File: src/rtl/sumador_serial.sv
// sumador_serial: bit-serial N-bit adder, one full-adder cell plus a carry
// flip-flop, LSB first. Operands and carry-in are captured on an accepted
// start; sum and carry-out are registered on the final bit and flagged by a
// one-cycle done pulse. Reconstructs a from a restador difference.
//
// Ports:
//   clk           system clock, rising edge
//   rst_n         asynchronous reset, active-low
//   start         request, honoured only in IDLE or DONE
//   a, b          N-bit operands, captured when start is accepted
//   cin           carry-in, captured when start is accepted
//   busy          high while bits are being processed
//   done          one-cycle pulse, result valid from this cycle
//   s_sumador     registered sum, a + b + cin mod 2^N
//   cout_sumador  registered carry-out
//
// state | meaning
// ------+---------------------------------------------------------------
// IDLE  | waiting for start, result registers hold last value
// RUN   | one bit per edge, exits on the edge that processes the MSB
// DONE  | single cycle with done=1; start here is accepted back-to-back
module sumador_serial #(
   parameter int N = 4
) (
   input  logic         clk,
   input  logic         rst_n,
   input  logic         start,
   input  logic [N-1:0] a,
   input  logic [N-1:0] b,
   input  logic         cin,
   output logic         busy,
   output logic         done,
   output logic [N-1:0] s_sumador,
   output logic         cout_sumador
);

   localparam int CW = $clog2(N) + 1;
   localparam logic [CW-1:0] CNT_LAST = CW'(N - 1);

   typedef enum logic [1:0] {
      IDLE = 2'd0,
      RUN  = 2'd1,
      DONE = 2'd2
   } state_t;

   state_t        state;
   logic [N-1:0]  a_sh;
   logic [N-1:0]  b_sh;
   logic [N-1:0]  sum_sh;
   logic          carry;
   logic [CW-1:0] cnt;

   logic          bit_s;
   logic          carry_nx;
   logic [N-1:0]  sum_nx;

   assign bit_s    = a_sh[0] ^ b_sh[0] ^ carry;
   assign carry_nx = (a_sh[0] & b_sh[0]) | (a_sh[0] & carry) | (b_sh[0] & carry);
   // Sum bits enter at the MSB so after N shifts bit 0 sits at position 0.
   assign sum_nx   = {bit_s, sum_sh[N-1:1]};

   always_ff @(posedge clk or negedge rst_n) begin
      if (!rst_n) begin
         state        <= IDLE;
         a_sh         <= '0;
         b_sh         <= '0;
         sum_sh       <= '0;
         carry        <= 1'b0;
         cnt          <= '0;
         busy         <= 1'b0;
         done         <= 1'b0;
         s_sumador    <= '0;
         cout_sumador <= 1'b0;
      end else begin
         case (state)
            IDLE, DONE: begin
               done <= 1'b0;
               if (start) begin
                  a_sh   <= a;
                  b_sh   <= b;
                  carry  <= cin;
                  sum_sh <= '0;
                  cnt    <= '0;
                  busy   <= 1'b1;
                  state  <= RUN;
               end else begin
                  busy  <= 1'b0;
                  state <= IDLE;
               end
            end
            RUN: begin
               a_sh   <= {1'b0, a_sh[N-1:1]};
               b_sh   <= {1'b0, b_sh[N-1:1]};
               carry  <= carry_nx;
               sum_sh <= sum_nx;
               cnt    <= cnt + CW'(1);
               if (cnt == CNT_LAST) begin
                  // Publish from the next-value nets so the MSB is included.
                  s_sumador    <= sum_nx;
                  cout_sumador <= carry_nx;
                  busy         <= 1'b0;
                  done         <= 1'b1;
                  state        <= DONE;
               end
            end
            default: begin
               busy  <= 1'b0;
               done  <= 1'b0;
               state <= IDLE;
            end
         endcase
      end
   end

endmodule

File: config.mk
export PLATFORM = sky130hd
export DESIGN_NAME = sumador_serial
export DESIGN_NICKNAME = d
export VERILOG_FILES = /design/src/rtl/sumador_serial.sv
export SDC_FILE = /design/constraint.sdc
export NUM_CORES = 1
export LEC_CHECK = 0
export CELL_PAD_IN_SITES_DETAIL_PLACEMENT = 1
export CELL_PAD_IN_SITES_GLOBAL_PLACEMENT = 2
export CORE_AREA = 2 2 72 61
export DETAILED_ROUTE_END_ITERATION = 6
export DIE_AREA = 0 0 74 63
export GPL_ROUTABILITY_DRIVEN = 0
export GPL_TIMING_DRIVEN = 1
export PLACE_DENSITY_LB_ADDON = 0.1
export RECOVER_POWER = 100
export SLEW_MARGIN = 10
export SYNTH_ARGS = -nofsm -noshare
export SYNTH_HDL_FRONTEND = slang
export SYNTH_SLANG_ARGS = --single-unit
File: constraint.sdc
create_clock -name clk -period 1.78 [get_ports clk]
set_clock_uncertainty 0.1 [all_clocks]
set_input_delay 0.178 -clock clk [delete_from_list [all_inputs] [get_ports clk]]
set_output_delay 0.178 -clock clk [all_outputs]
set_load 0.005 [all_outputs]
==> flow_summary.json <==
{
  "ys_warn_count": 0,
  "yosysTopAreaCellShare_pct": 50.4,
  "multi_input_area_um2": 510,
  "avgViaCountPerCell": 4.56,
  "fin_tns_setup_ns": 0,
  "synth_top_family_by_area": "multiplexers",
  "avgSynthCellArea_um2": 12.6,
  "synth-seq-cells": 23,
  "grt_start_max_net_pins": 25,
  "p_leak_nw": 0.634,
  "crit_arrival_ns": 1.38,
  "ioPinCount": 19,
  "vias": 780,
  "routedWlPerCell_um": 14.1,
  "ant_nets": 0,
  "synth-xor-area-share_pct": 0.767,
  "dieArea_um2": 4660,
  "gr-total-overflow": 0,
  "hold_viol": 0,
  "drc": 0,
  "max_cap_viol_count": 0,
  "synth.top_cells.by_count": "dfrtp_1 (23), mux2i_1 (8), nor2b_1 (8)",
  "clock-root-buffer": "clkbuf_8",
  "synth_fa_ha_area_share_pct": 3.94,
  "synth_compound_area_share_pct": 15.2,
  "clock_sinks": 23,
  "first_global_vias": 876,
  "totalWireLength_mm": 2.41,
  "status": "finished, final reports clean",
  "hold_path.class": "input pin to asynchronous set/reset pin",
  "min_period_ns": 1.66,
  "numPortBuffers": 18,
  "maxSlewHeadroom_pct": 60.2,
  "cts.clk_slew.worst_paths_ns": 0.08,
  "slowest_delay_ns": 0.61,
  "cts_tree": "yes",
  "cp.buffers_inverters": 1,
  "clock_latency_ns": 0.26,
  "synth_cells": 91,
  "die_h_um": 63,
  "yosysSeqAreaShare_pct": 50.4,
  "startpoint_type": "register",
  "cpMaxStageDelayCell": "dlygate4sd3_1",
  "die_x_um": 74,
  "diodes": 0,
  "drt_iter0_drc": 11,
  "ys_top_cells_by_area": "dfrtp_1 (50%), mux2i_1 (7.0%), mux2_4 (6.6%)",
  "fillCellCount": 439,
  "crit_path_max_fanout": 10,
  "fmax_mhz": 603,
  "syn_nets": 106,
  "hold_ws_ns": 0.350,
  "grt_use_total_pct": 11.7,
  "cp_top_family": "buffers and inverters",
  "nNetsFinal": 130,
  "rsz0062_at_grt": "false",
  "coreArea_um2": 3970,
  "grt_pass1_wl_mm": 4.10,
  "synth_area_um2": 1140,
  "synth-edff-count": 0,
  "cp.required_ns": 1.50,
  "crit_chain": "dlygate4sd3_1",
  "synth.distinct_cells": 24,
  "synth-simple-area-share_pct": 8.87,
  "cts_hold_buf": 0,
  "irDropWorstVdd_mv": 0.753,
  "worstMarginPinSlew_ns": 0.598,
  "cts_buffer_depth": 2,
  "critPathKind": "register to output pin",
  "place_hpwl_mm": 1.74,
  "num_rows": 21,
  "start_util_pct": 28.8,
  "synth_mux_area_share_pct": 16.5,
  "report.final.slew_viol_count": 0,
  "min_period_over_period_pct": 93.2,
  "power.density_nw_per_um2": 1590,
  "end_kind": "output pin",
  "synth_top_cell_by_area": "dfrtp_1",
  "synth_ff_type": "dfrtp_1",
  "numCtsBuffers": 3,
  "ff_latch_area_um2": 577,
  "drive_gt1_share_pct": 15.8,
  "ys_async_sr_fraction_pct": 100,
  "setup_viol": 0,
  "h-tree-depth": 1,
  "antenna_found_initial": 0,
  "synth.most_common_cell": "dfrtp_1",
  "area_delta_synth_final_pct": 25.1,
  "firstDrtPassIters": 4
}
flip-flops by register name, indices dropped and copies added (netlist names):
| signal | count |
|---|---|
| a_sh | 4 |
| state | 1 |
| done | 1 |
| carry | 1 |
| s_sumador | 4 |
| b_sh | 4 |
| cnt | 3 |
| cout_sumador | 1 |
| sum_sh | 3 |
| busy | 1 |
layer usage:
metal / vias to the layer above / track usage, % / wire, um
li1: 374 / - / -
met1: 392 / 15.7 / 1170
met2: 12 / 18.4 / 1140
met3: 2 / 3.87 / 81
met4: 0 / 2.27 / 19
met5: - / 0 / 0
placed cells by master (no fill, tap or decap):
cell type / synthesis / final
and2b_1: 1 / 1
mux2_4: 5 / 5
nand2_1: 1 / 2
clkbuf_8: 0 / 3
mux2_2: 3 / 3
clkinv_2: 0 / 1
clkbuf_2: 0 / 2
xnor2_1: 1 / 1
inv_1: 2 / 2
fa_1: 1 / 1
a21o_1: 2 / 2
nand3_1: 1 / 1
buf_4: 3 / 2
nor2_1: 1 / 1
ha_1: 2 / 2
nor2b_4: 1 / 1
a22o_1: 7 / 7
clkbuf_1: 2 / 3
dfrtp_1: 23 / 22
a21oi_1: 7 / 7
nor2b_1: 8 / 8
o21ai_0: 2 / 2
or2_1: 1 / 1
a211oi_1: 7 / 7
clkdlybuf4s50_1: 0 / 9
dfrtp_2: 0 / 1
dlygate4sd3_1: 0 / 9
mux2i_1: 8 / 8
final cells by class:
cell class / count / area share [%]
clock buffers: 3 / 2.89
clock inverters: 1 / 0.350
inverters: 2 / 0.525
multi-input cells: 60 / 35.7
flip-flops and latches: 23 / 40.4
well taps: 57 / 4.99
repair buffers: 25 / 15.1
repair_timing:
item / 4_1_cts / 5_1_grt
setup buffers: 0 / 0
resized for setup: 0 / 1
endpoints found under the setup margin: 0 / 1
hold endpoints to repair: 0 / 0
where the power goes:
group	internal (mW)	leakage (nW)	switching (mW)
Sequential	0.758	0.284	0.191
Combinational	0.585	0.325	0.416
Clock	0.156	0.0255	0.167
Total	1.50	0.634	0.774
stage by stage:
step | instances | utilization, % | instance area (um^2) | total power, mW | setup WS, ns
CTS | 171 | 36.6 | 1450 | 2.39 | 0.0134
finish | 171 | 36.0 | 1430 | 2.27 | 0.122
detailed placement | 167 | 35.4 | 1410 | 2.04 | 0.176
floorplan | 91 | - | 1140 | 1.67 | 0.267
global placement | 167 | 35.4 | 1410 | 1.99 | 0.201
global route | 171 | 36.0 | 1430 | 2.48 | 0.0560
worst paths after layout:
path                        start           end  slack, ns  cells after the start
hold / removal              rst_n  s_sumador[2]       0.35                      2
setup reg to reg           cnt[0]  cout_sumador       0.14                      4
hold reg to reg              busy          busy       0.38                      1
max in group asynchronous   rst_n          done       0.81                      2
min in group clk             busy          busy       0.38                      1
setup / recovery             done          done       0.12                      1
cells by family after synthesis:
| group | after synthesis |
|---|---|
| compound gates | 25 |
| mux | 16 |
| xor+xnor | 1 |
| buf+inv | 8 |
| flops | 23 |
| simple gates | 15 |
| fa+ha+maj | 3 |
No activity file was read; power rests on OpenSTA's default activity.
